## config.mk

```make
export PLATFORM = sky130hd
export DESIGN_NAME = id_ex_stage
export DESIGN_NICKNAME = d
export VERILOG_FILES = /design/src/rtl/mips_pkg.sv /design/src/rtl/alu_ctrl_dec.sv /design/src/rtl/id_ex_stage.sv
export SDC_FILE = /design/constraint.sdc
export NUM_CORES = 1
export LEC_CHECK = 0
export ABC_CLOCK_PERIOD_IN_PS = 2600
export CORE_MARGIN = 1.5
export CORE_UTILIZATION = 35
export DETAILED_ROUTE_END_ITERATION = 7
export HOLD_SLACK_MARGIN = 0.15
export PLACE_DENSITY = 0.72
export SYNTH_ARGS = -nofsm -noshare
export SYNTH_HDL_FRONTEND = slang
export SYNTH_SLANG_ARGS = --single-unit
```

## constraint.sdc

```tcl
create_clock -name Clk -period 2.6 [get_ports Clk]
set_input_delay 0.52 -clock Clk [delete_from_list [all_inputs] [get_ports Clk]]
set_output_delay 0.52 -clock Clk [all_outputs]
set_load 0.02 [all_outputs]
```

## src/rtl/mips_pkg.sv

```systemverilog
// mips_pkg
//   Shared encodings for the MIPS datapath: ALU operation codes driven on
//   Op_Alu, R-type funct codes, the two-bit ALUOp codes produced by the main
//   control unit, and bit positions inside the 5-bit control bundle
//   {RegWrite, MemRead, MemWrite, MemToReg, Branch}.
//   Used by the ALU, the control unit and the ID/EX pipeline register.
package mips_pkg;

  // ALU operation codes (Op_Alu)
  localparam logic [3:0] ALU_AND  = 4'b0000;
  localparam logic [3:0] ALU_OR   = 4'b0001;
  localparam logic [3:0] ALU_ADD  = 4'b0010;
  localparam logic [3:0] ALU_SUB  = 4'b0110;
  localparam logic [3:0] ALU_SLT  = 4'b0111;
  localparam logic [3:0] ALU_SLL1 = 4'b1111;  // Op_2 shifted left by one

  // R-type funct field codes
  localparam logic [5:0] FUNCT_SLL = 6'b000000;
  localparam logic [5:0] FUNCT_ADD = 6'b100000;
  localparam logic [5:0] FUNCT_SUB = 6'b100010;
  localparam logic [5:0] FUNCT_AND = 6'b100100;
  localparam logic [5:0] FUNCT_OR  = 6'b100101;
  localparam logic [5:0] FUNCT_SLT = 6'b101010;

  // ALUOp codes from the main control unit
  localparam logic [1:0] ALUOP_ADD   = 2'b00;  // lw / sw / addi
  localparam logic [1:0] ALUOP_SUB   = 2'b01;  // beq
  localparam logic [1:0] ALUOP_RTYPE = 2'b10;  // decode Funct
  localparam logic [1:0] ALUOP_SLTI  = 2'b11;

  // Control bundle layout
  localparam int CTL_W        = 5;
  localparam int CTL_REGWRITE = 4;
  localparam int CTL_MEMREAD  = 3;
  localparam int CTL_MEMWRITE = 2;
  localparam int CTL_MEMTOREG = 1;
  localparam int CTL_BRANCH   = 0;

  // Strip the architecturally visible side effects (register and memory
  // writes) from a control bundle so an illegal op travels as a bubble.
  function automatic logic [CTL_W-1:0] ctl_kill(input logic [CTL_W-1:0] ctl);
    logic [CTL_W-1:0] r;
    r = ctl;
    r[CTL_REGWRITE] = 1'b0;
    r[CTL_MEMWRITE] = 1'b0;
    return r;
  endfunction

endpackage

```

## src/rtl/alu_ctrl_dec.sv

```systemverilog
// alu_ctrl_dec
//   Combinational ALU control decoder: maps ALUOp / Funct / Shamt to the
//   4-bit ALU operation and flags unsupported R-type encodings.
// Ports
//   alu_op_i   in  2  ALUOp from main control
//   funct_i    in  6  R-type funct field
//   shamt_i    in  5  R-type shamt field
//   op_alu_o   out 4  ALU operation (ADD for anything illegal)
//   illegal_o  out 1  R-type with unsupported funct, or sll with shamt != 1
module alu_ctrl_dec
  import mips_pkg::*;
(
  input  logic [1:0] alu_op_i,
  input  logic [5:0] funct_i,
  input  logic [4:0] shamt_i,
  output logic [3:0] op_alu_o,
  output logic       illegal_o
);

  always_comb begin
    op_alu_o  = ALU_ADD;
    illegal_o = 1'b0;
    case (alu_op_i)
      ALUOP_ADD:  op_alu_o = ALU_ADD;
      ALUOP_SUB:  op_alu_o = ALU_SUB;
      ALUOP_SLTI: op_alu_o = ALU_SLT;
      default: begin
        case (funct_i)
          FUNCT_ADD: op_alu_o = ALU_ADD;
          FUNCT_SUB: op_alu_o = ALU_SUB;
          FUNCT_AND: op_alu_o = ALU_AND;
          FUNCT_OR:  op_alu_o = ALU_OR;
          FUNCT_SLT: op_alu_o = ALU_SLT;
          FUNCT_SLL: begin
            // The ALU only implements a fixed shift-by-one.
            if (shamt_i == 5'd1) begin
              op_alu_o = ALU_SLL1;
            end else begin
              illegal_o = 1'b1;
            end
          end
          default:   illegal_o = 1'b1;
        endcase
      end
    endcase
  end

endmodule

```

## src/rtl/id_ex_stage.sv

```systemverilog
// id_ex_stage
//   ID/EX pipeline register. Captures decoded operands and control, derives
//   the ALU operation, applies the ALUSrc immediate mux and the RegDst
//   destination mux, and presents stable values to the EX stage.
//   Valid/ready handshake on both sides with downstream stall and flush.
// Ports
//   Clk, Rst_n                 clock, synchronous active-low reset
//   In_Valid / In_Ready        upstream handshake (In_Ready combinational)
//   Flush                      drop held and incoming instruction
//   ALUOp, Funct, Shamt        ALU control inputs
//   ALUSrc, RegDst             operand / destination mux selects
//   Rs_Data, Rt_Data, Imm      operands
//   Rt, Rd                     register addresses
//   Ctl_In                     {RegWrite, MemRead, MemWrite, MemToReg, Branch}
//   Out_Valid / Out_Ready      downstream handshake
//   Op_1, Op_2, Op_Alu         to ALU
//   Store_Data, Wr_Reg         to later stages
//   Ctl_Out, Bad_Op            registered control and illegal-op flag
module id_ex_stage
  import mips_pkg::*;
#(
  parameter int DATA_W = 32,
  parameter int REG_AW = 5
) (
  input  logic              Clk,
  input  logic              Rst_n,
  input  logic              In_Valid,
  output logic              In_Ready,
  input  logic              Flush,
  input  logic [1:0]        ALUOp,
  input  logic [5:0]        Funct,
  input  logic [4:0]        Shamt,
  input  logic              ALUSrc,
  input  logic              RegDst,
  input  logic [DATA_W-1:0] Rs_Data,
  input  logic [DATA_W-1:0] Rt_Data,
  input  logic [15:0]       Imm,
  input  logic [REG_AW-1:0] Rt,
  input  logic [REG_AW-1:0] Rd,
  input  logic [CTL_W-1:0]  Ctl_In,
  output logic              Out_Valid,
  input  logic              Out_Ready,
  output logic [DATA_W-1:0] Op_1,
  output logic [DATA_W-1:0] Op_2,
  output logic [3:0]        Op_Alu,
  output logic [DATA_W-1:0] Store_Data,
  output logic [REG_AW-1:0] Wr_Reg,
  output logic [CTL_W-1:0]  Ctl_Out,
  output logic              Bad_Op
);

  logic              out_valid_q, out_valid_d;
  logic [DATA_W-1:0] op_1_q, op_1_d;
  logic [DATA_W-1:0] op_2_q, op_2_d;
  logic [3:0]        op_alu_q, op_alu_d;
  logic [DATA_W-1:0] store_data_q, store_data_d;
  logic [REG_AW-1:0] wr_reg_q, wr_reg_d;
  logic [CTL_W-1:0]  ctl_q, ctl_d;
  logic              bad_op_q, bad_op_d;

  logic [3:0] dec_op_alu;
  logic       dec_illegal;
  logic       load;

  alu_ctrl_dec u_alu_ctrl_dec (
    .alu_op_i  (ALUOp),
    .funct_i   (Funct),
    .shamt_i   (Shamt),
    .op_alu_o  (dec_op_alu),
    .illegal_o (dec_illegal)
  );

  // Flush forces readiness so the incoming (wrong-path) instruction is consumed.
  assign In_Ready = !out_valid_q || Out_Ready || Flush;
  assign load     = In_Valid && In_Ready && !Flush;

  always_comb begin
    out_valid_d  = out_valid_q;
    op_1_d       = op_1_q;
    op_2_d       = op_2_q;
    op_alu_d     = op_alu_q;
    store_data_d = store_data_q;
    wr_reg_d     = wr_reg_q;
    ctl_d        = ctl_q;
    bad_op_d     = bad_op_q;
    if (Flush) begin
      // Operand registers are left alone; only the parts that could cause
      // side effects downstream are cleared.
      out_valid_d = 1'b0;
      ctl_d       = '0;
      bad_op_d    = 1'b0;
    end else if (load) begin
      out_valid_d  = 1'b1;
      op_1_d       = Rs_Data;
      op_2_d       = ALUSrc ? {{(DATA_W-16){Imm[15]}}, Imm} : Rt_Data;
      op_alu_d     = dec_op_alu;
      store_data_d = Rt_Data;
      wr_reg_d     = RegDst ? Rd : Rt;
      ctl_d        = dec_illegal ? ctl_kill(Ctl_In) : Ctl_In;
      bad_op_d     = dec_illegal;
    end else if (Out_Ready) begin
      // Drained with nothing new: data registers keep stale contents.
      out_valid_d = 1'b0;
    end
  end

  always_ff @(posedge Clk) begin
    if (!Rst_n) begin
      out_valid_q  <= 1'b0;
      op_1_q       <= '0;
      op_2_q       <= '0;
      op_alu_q     <= ALU_AND;
      store_data_q <= '0;
      wr_reg_q     <= '0;
      ctl_q        <= '0;
      bad_op_q     <= 1'b0;
    end else begin
      out_valid_q  <= out_valid_d;
      op_1_q       <= op_1_d;
      op_2_q       <= op_2_d;
      op_alu_q     <= op_alu_d;
      store_data_q <= store_data_d;
      wr_reg_q     <= wr_reg_d;
      ctl_q        <= ctl_d;
      bad_op_q     <= bad_op_d;
    end
  end

  assign Out_Valid  = out_valid_q;
  assign Op_1       = op_1_q;
  assign Op_2       = op_2_q;
  assign Op_Alu     = op_alu_q;
  assign Store_Data = store_data_q;
  assign Wr_Reg     = wr_reg_q;
  assign Ctl_Out    = ctl_q;
  assign Bad_Op     = bad_op_q;

endmodule

```

==> results of run 1 <==
registers in the layout (all words and copies together) (netlist names):
name / flops
Op_1: 32
Ctl_Out: 5
Op_2: 32
Store_Data: 32
Wr_Reg: 5
Op_Alu: 4
Bad_Op: 1
Out_Valid: 1
worst register-to-register path, stage by stage, from the launching register on:
cell	delay (ns)
sky130_fd_sc_hd__dfxtp_1	0.32
sky130_fd_sc_hd__nor2b_1	0.17
sky130_fd_sc_hd__nand2b_1	0.31
sky130_fd_sc_hd__nor2_4	0.24
sky130_fd_sc_hd__buf_12	0.32
sky130_fd_sc_hd__nand2_1	0.15
sky130_fd_sc_hd__o211a_1	0.13
power breakdown:
group | leakage, nW | switching, mW | total [mW] | internal, mW
Sequential | 0.918 | 0.0467 | 1.85 | 1.81
Clock | 0.145 | 0.619 | 1.39 | 0.773
Combinational | 1.97 | 0.364 | 0.781 | 0.418
Total | 3.03 | 1.03 | 4.03 | 3.00
path summary, 6_finish.rpt:
path                               startpoint             to  slack, ns  cells after the start
worst max register to register      Out_Valid       Op_2[17]       0.87                      6
worst max-delay path                Out_Ready       In_Ready       0.25                      4
worst min-delay path            Store_Data[0]  Store_Data[0]       0.45                      2
worst min register to register  Store_Data[0]  Store_Data[0]       0.45                      2
logic make-up (layout without fill, tap and decap cells):
group,Yosys count,in the layout,share of synthesized area
and+or+nand+nor,205,205,0.185
muxes,20,20,0.0442
DFF,112,112,0.495
AOI/OAI and AO/OA,138,138,0.236
buffers and inverters,43,253,0.0395
synthesized netlist by cell type, drive strengths merged (2+ instances only):
master	n	area (µm²)
nor2	7	26.3
mux2i	20	200
buf	16	77.6
nand2b	2	12.5
nand3	3	15.0
dfxtp	112	2240
a21oi	24	120
o21ai	2	10.0
clkbuf	25	93.8
nor2b	4	25.0
nand2	178	668
or4bb	2	22.5
o21a	2	15.0
o211a	38	380
a21boi	66	495
layer usage:
| metal | vias up | routed length, µm | track usage |
|---|---|---|---|
| met2 | 174 | 6460 | 0.344 |
| met3 | 25 | 1440 | 0.0654 |
| li1 | 2156 | - | - |
| met4 | 0 | 353 | 0.0803 |
| met5 | - | 0 | 0 |
| met1 | 2005 | 5420 | 0.212 |
area by class of cell:
cell class | count | area (µm²)
fill | 1155 | 5370
timing repair buffer | 235 | 2360
sequential | 112 | 2240
multi-input combinational | 363 | 2120
clock buffer | 11 | 243
tap | 172 | 215
clock inverter | 5 | 56.3
inverter | 2 | 7.51
metrics by stage:
step	cells	utilization	worst slack [ns]	hold slack, ns
after global placement	884	0.551	0.208	0.440
after floorplan	518	-	0.766	0.529
after global routing	900	0.574	0.212	0.472
after detailed placement	884	0.551	0.125	0.444
after CTS	900	0.574	0.235	0.454
final	900	0.574	0.246	0.451
==> results.cfg, run 1 <==
[run_status]
outcome = completed

[sta]
timing.clock.skew_ns = 0.00557
post-route-period-util = 0.906
worst-slew-pin-transition_ns = 0.654
final-setup-viol-count = 0
setup_tns_ns = 0
slew_violations = 0
rsz0062_at_grt = no
fmax_mhz = 425
final_period_minus_worst_setup_slack_ns = 2.35
timing.max_slew.rel_slack = 0.564
hold_viol = 0

[setup_path]
worstSetupPathType = in2out
cp_common_cell = sky130_fd_sc_hd__clkdlybuf4s50_1
cp-start-kind = primary input
setup.worst_path.end_class = output port
critical_path.max_stage_delay_ns = 0.54
worst-endpoint-arrival_ns = 1.83
critical_path_required_ns = 2.08
critical_path_buf_inv_count = 2
crit_path_max_fanout = 5
crit_path_cell_trace = clkdlybuf4s50_1, nor2b_1, nand2_1, clkdlybuf4s50_1
crit_family = buffers and inverters
critPathSlowestCell = sky130_fd_sc_hd__clkdlybuf4s50_1

[routing]
wl_mm = 13.7
drc = 0
routed_via_density = 4.84
wl_per_cell_um = 15.2
vias = 4360
detail_route.iter0.violations = 279
route.antenna.remaining_nets = 0
dr.pass1.iters = 4

[floorplan]
io_pins = 228
initial_utilization = 0.359
die-area_um2 = 13600
height_of_the_chip_um = 117
placeableCoreArea_um2 = 12600
floorplan.die.width_um = 117
floorplan.rows = 41

[pwr]
power_mw = 4.03
irDropWorstVdd_v = 0.000273
pwr_density_cell_nw_per_um2 = 555
leakage_nw = 3.03

[clock_tree]
cts.hold.buffers_added = 0
clock_insertion_delay_worst_skew_ns = 0.34
clock_sinks = 112
cts-buffers-inserted = 9
cts_tree = built
post_cts_resize_count = 0
post_cts.repair.setup_buffers = 0
cts-root-buf = sky130_fd_sc_hd__clkbuf_16
maximum_number_of_buffers_from_clock_root_to_sink = 2
h-tree-depth = 3
post_cts_clock_slew_at_the_launch_and_capture_registers_of_the_worst_setup_and_hold_paths_ns = 0.07

[yosys]
synth-seq-area-share = 0.495
postSynthAreaPerCell_um2 = 8.75
synthArstFlopShare = 0
yosys.cell_types.count = 34
yosysWarningCount = 0
mappedNetlistArea_um2 = 4530
dominantRegCellSynth = sky130_fd_sc_hd__dfxtp_1
synth_edf_count = 0
nets_in_the_synthesized_netlist = 633
postSynthRegisterBits = 112
syn_inst = 518

[cells_and_area]
syn2layout_area_growth_pct = 59.9
finalInstanceArea_um2 = 7250
fin_nets = 838
most_frequent_cells_in_the_layout = sky130_fd_sc_hd__clkdlybuf4s50_1 (226), sky130_fd_sc_hd__nand2_1 (178), sky130_fd_sc_hd__dfxtp_1 (112), sky130_fd_sc_hd__a21boi_1 (66), sky130_fd_sc_hd__o211a_1 (38)
n_antenna_cell = 0
mostFrequentLayoutCell = sky130_fd_sc_hd__clkdlybuf4s50_1
drive_gt1_frac = 0.0385

[placement]
placer_congestion = 0.783
dpl-instance-area_um2 = 6950
port_buffers = 227
place_hpwl_mm = 10.2

[worst_hold_path]
worstHoldPathType = reg2reg

[global_routing]
antenna_violations_before_repair = 0
grt.total_usage = 0.194
overflow = 0
number_of_global_route_vias_before_repair = 4262
maximum_number_of_pins_on_one_net_before_global_route_repair = 81
global_route_wire_length_before_repair_mm = 20.6

[flow_run]
cap_violations = 0
Power figures use the tool's default switching activity.
==> run 2: changes to the inputs <==
ABC_CLOCK_PERIOD_IN_PS = 2020   (was 2600)
CTS_BUF_LIST = sky130_fd_sc_hd__clkbuf_16   (was default)
PLACE_DENSITY = 0.78   (was 0.72)
clock period = 2.02 ns   (was 2.6 ns; I/O delays follow)
==> run 2 against run 1 <==
- clock power increased by 16%
- cell area increased by 0.97%
- combinational power increased by 32%
- critical path type is now in2reg
- global-route usage decreased by 0.17 points
- final cell count increased by 1.1%
- worst setup slack got worse by 0.15 ns
- clock-buffer cell count decreased by 2
- non-clock buffer count increased by 10
- power increased by 25%
- wire length decreased by 0.99%
- clock skew about the same
- core utilization increased by 0.56 points
==> results.cfg, run 2 (synthesis results as in run 1) <==
[routing]
vias = 4375
routed_via_density = 4.81
route.antenna.remaining_nets = 0
dr.pass1.iters = 5
wl_per_cell_um = 14.9
wl_mm = 13.5
drc = 0
detail_route.iter0.violations = 198

[floorplan]
initial_utilization = 0.359
floorplan.die.width_um = 117
floorplan.rows = 41
height_of_the_chip_um = 117
placeableCoreArea_um2 = 12600
die-area_um2 = 13600
io_pins = 228

[setup_path]
setup.reg_to_reg.worst_slack_ns = 0.47
reg2regPathDepth = 5
crit_path_max_fanout = 5
critical_path.max_stage_delay_ns = 0.51
worstSetupPathType = in2reg
cp-start-kind = primary input
crit_family = simple AND/OR/NAND/NOR gates
critPathSlowestCell = sky130_fd_sc_hd__or4bb_1
worst-endpoint-arrival_ns = 2.20
crit_path_cell_trace = clkdlybuf4s50_1, buf_4, or4bb_1, o211a_1, o31ai_4, nand3_1, a21oi_1
rr_startpoint = Out_Valid
setup.worst_path.end_class = register
critical_path_required_ns = 2.29
rr_endpoint = Store_Data[16]
critical_path_buf_inv_count = 2

[placement]
place_hpwl_mm = 9.96
place.detailed.instances = 894
placer_congestion = 0.800
port_buffers = 227

[worst_hold_path]
beginning_of_the_worst_hold_path = Rst_n
timing.hold.worst_endpoint = Op_2[31]
holdPathStages = 2
worstHoldPathType = in2reg

[sta]
timing.clock.skew_ns = 0.00564
worst-slew-pin-transition_ns = 0.721
final-setup-viol-count = 0
rsz0062_at_grt = no
hold_viol = 0
post-route-period-util = 0.953
timing.max_slew.rel_slack = 0.519
final_period_minus_worst_setup_slack_ns = 1.93
setup_tns_ns = 0
slew_violations = 0
fmax_mhz = 519

[pwr]
leakage_nw = 3.07
pwr_density_cell_nw_per_um2 = 686
irDropWorstVdd_v = 0.000347
power_mw = 5.02

[global_routing]
grt.total_usage = 0.192
maximum_number_of_pins_on_one_net_before_global_route_repair = 75
global_route_wire_length_before_repair_mm = 20.4
antenna_violations_before_repair = 0
number_of_global_route_vias_before_repair = 4214
overflow = 0

[cells_and_area]
mostFrequentLayoutCell = sky130_fd_sc_hd__clkdlybuf4s50_1
finish.cell_count_without_fillers = 910
fin_nets = 848
most_frequent_cells_in_the_layout = sky130_fd_sc_hd__clkdlybuf4s50_1 (225), sky130_fd_sc_hd__nand2_1 (178), sky130_fd_sc_hd__dfxtp_1 (112), sky130_fd_sc_hd__a21boi_1 (66), sky130_fd_sc_hd__o211a_1 (38)
syn2layout_area_growth_pct = 61.4
drive_gt1_frac = 0.0528
n_antenna_cell = 0

[clock_tree]
maximum_number_of_buffers_from_clock_root_to_sink = 2
clock_insertion_delay_worst_skew_ns = 0.35
cts_tree = built
post_cts_clock_slew_at_the_launch_and_capture_registers_of_the_worst_setup_and_hold_paths_ns = 0.07
post_cts.repair.setup_buffers = 0
cts-buffers-inserted = 9
post_cts_resize_count = 2
cts.hold.buffers_added = 0
clock_sinks = 112
h-tree-depth = 3
cts-root-buf = sky130_fd_sc_hd__clkbuf_16

[flow_run]
cap_violations = 0

[run_status]
outcome = completed
==> run 2: cell types whose count changed in the layout (fill, tap and decap cells not counted), sizes merged <==
cell and change:
dlygate4sd2 +1, clkinvlp +1, bufinv -1, buf +10, clkdlybuf4s50 -1, clkbuf -2
inv +2
==> run 2: cell type report <==
class                      count  area, µm²
fill                        1145       5300
clock buffer                   9        225
sequential                   112       2240
multi-input combinational    363       2140
tap                          172        215
timing repair buffer         245       2450
clock inverter                 7       41.3
inverter                       2       7.51
==> run 2: power by group <==
part	total (mW)	switching, mW	internal (mW)	leakage (nW)
sequential	2.38	0.0595	2.33	0.918
combinational	1.03	0.472	0.553	2.02
clock	1.61	0.787	0.826	0.134
==> run 2: stage by stage <==
stage	hold slack (ns)	setup WS, ns	instance area, µm²	util
after global routing	0.442	0.0224	7320	0.580
after CTS	0.426	0.0599	7300	0.579
after global placement	0.440	-0.215	7040	0.558
after floorplan	0.525	0.302	4530	-
final	0.442	0.0940	7320	0.580
after detailed placement	0.444	-0.294	7040	0.558
==> run 2: worst max path at each step <==
stage,cells past startpoint,slack [ns],from,to
after global routing,7,0.02,Funct[1],Op_Alu[0]
after CTS,7,0.06,Funct[1],Ctl_Out[2]
after detailed placement,7,-0.29,Funct[1],Ctl_Out[2]
final,7,0.09,Funct[1],Ctl_Out[2]
after floorplan,5,0.30,Funct[1],Ctl_Out[2]
after global placement,6,-0.22,Funct[1],Ctl_Out[2]
==> run 2: worst register-to-register path, stage by stage, from the launching register on <==
cell	delay [ns]
sky130_fd_sc_hd__dfxtp_1	0.31
sky130_fd_sc_hd__nor2b_2	0.17
sky130_fd_sc_hd__or3b_2	0.53
sky130_fd_sc_hd__buf_4	0.27
sky130_fd_sc_hd__nand2_1	0.11
sky130_fd_sc_hd__a21boi_1	0.07
==> run 2: metal layers <==
layer | part of all wire | up-vias | track usage | routed length (µm)
li1 | - | 2174 | - | -
met1 | 0.39 | 2013 | 0.213 | 5340
met2 | 0.49 | 164 | 0.332 | 6640
met3 | 0.089 | 24 | 0.0644 | 1200
met4 | 0.025 | 0 | 0.0924 | 344
met5 | 0 | - | 0 | 0
==> run 3: changes to the inputs <==
CAP_MARGIN = 20   (was default)
==> results of run 3 <==
The final DEF is identical to that of run 2; final timing and power are the same.
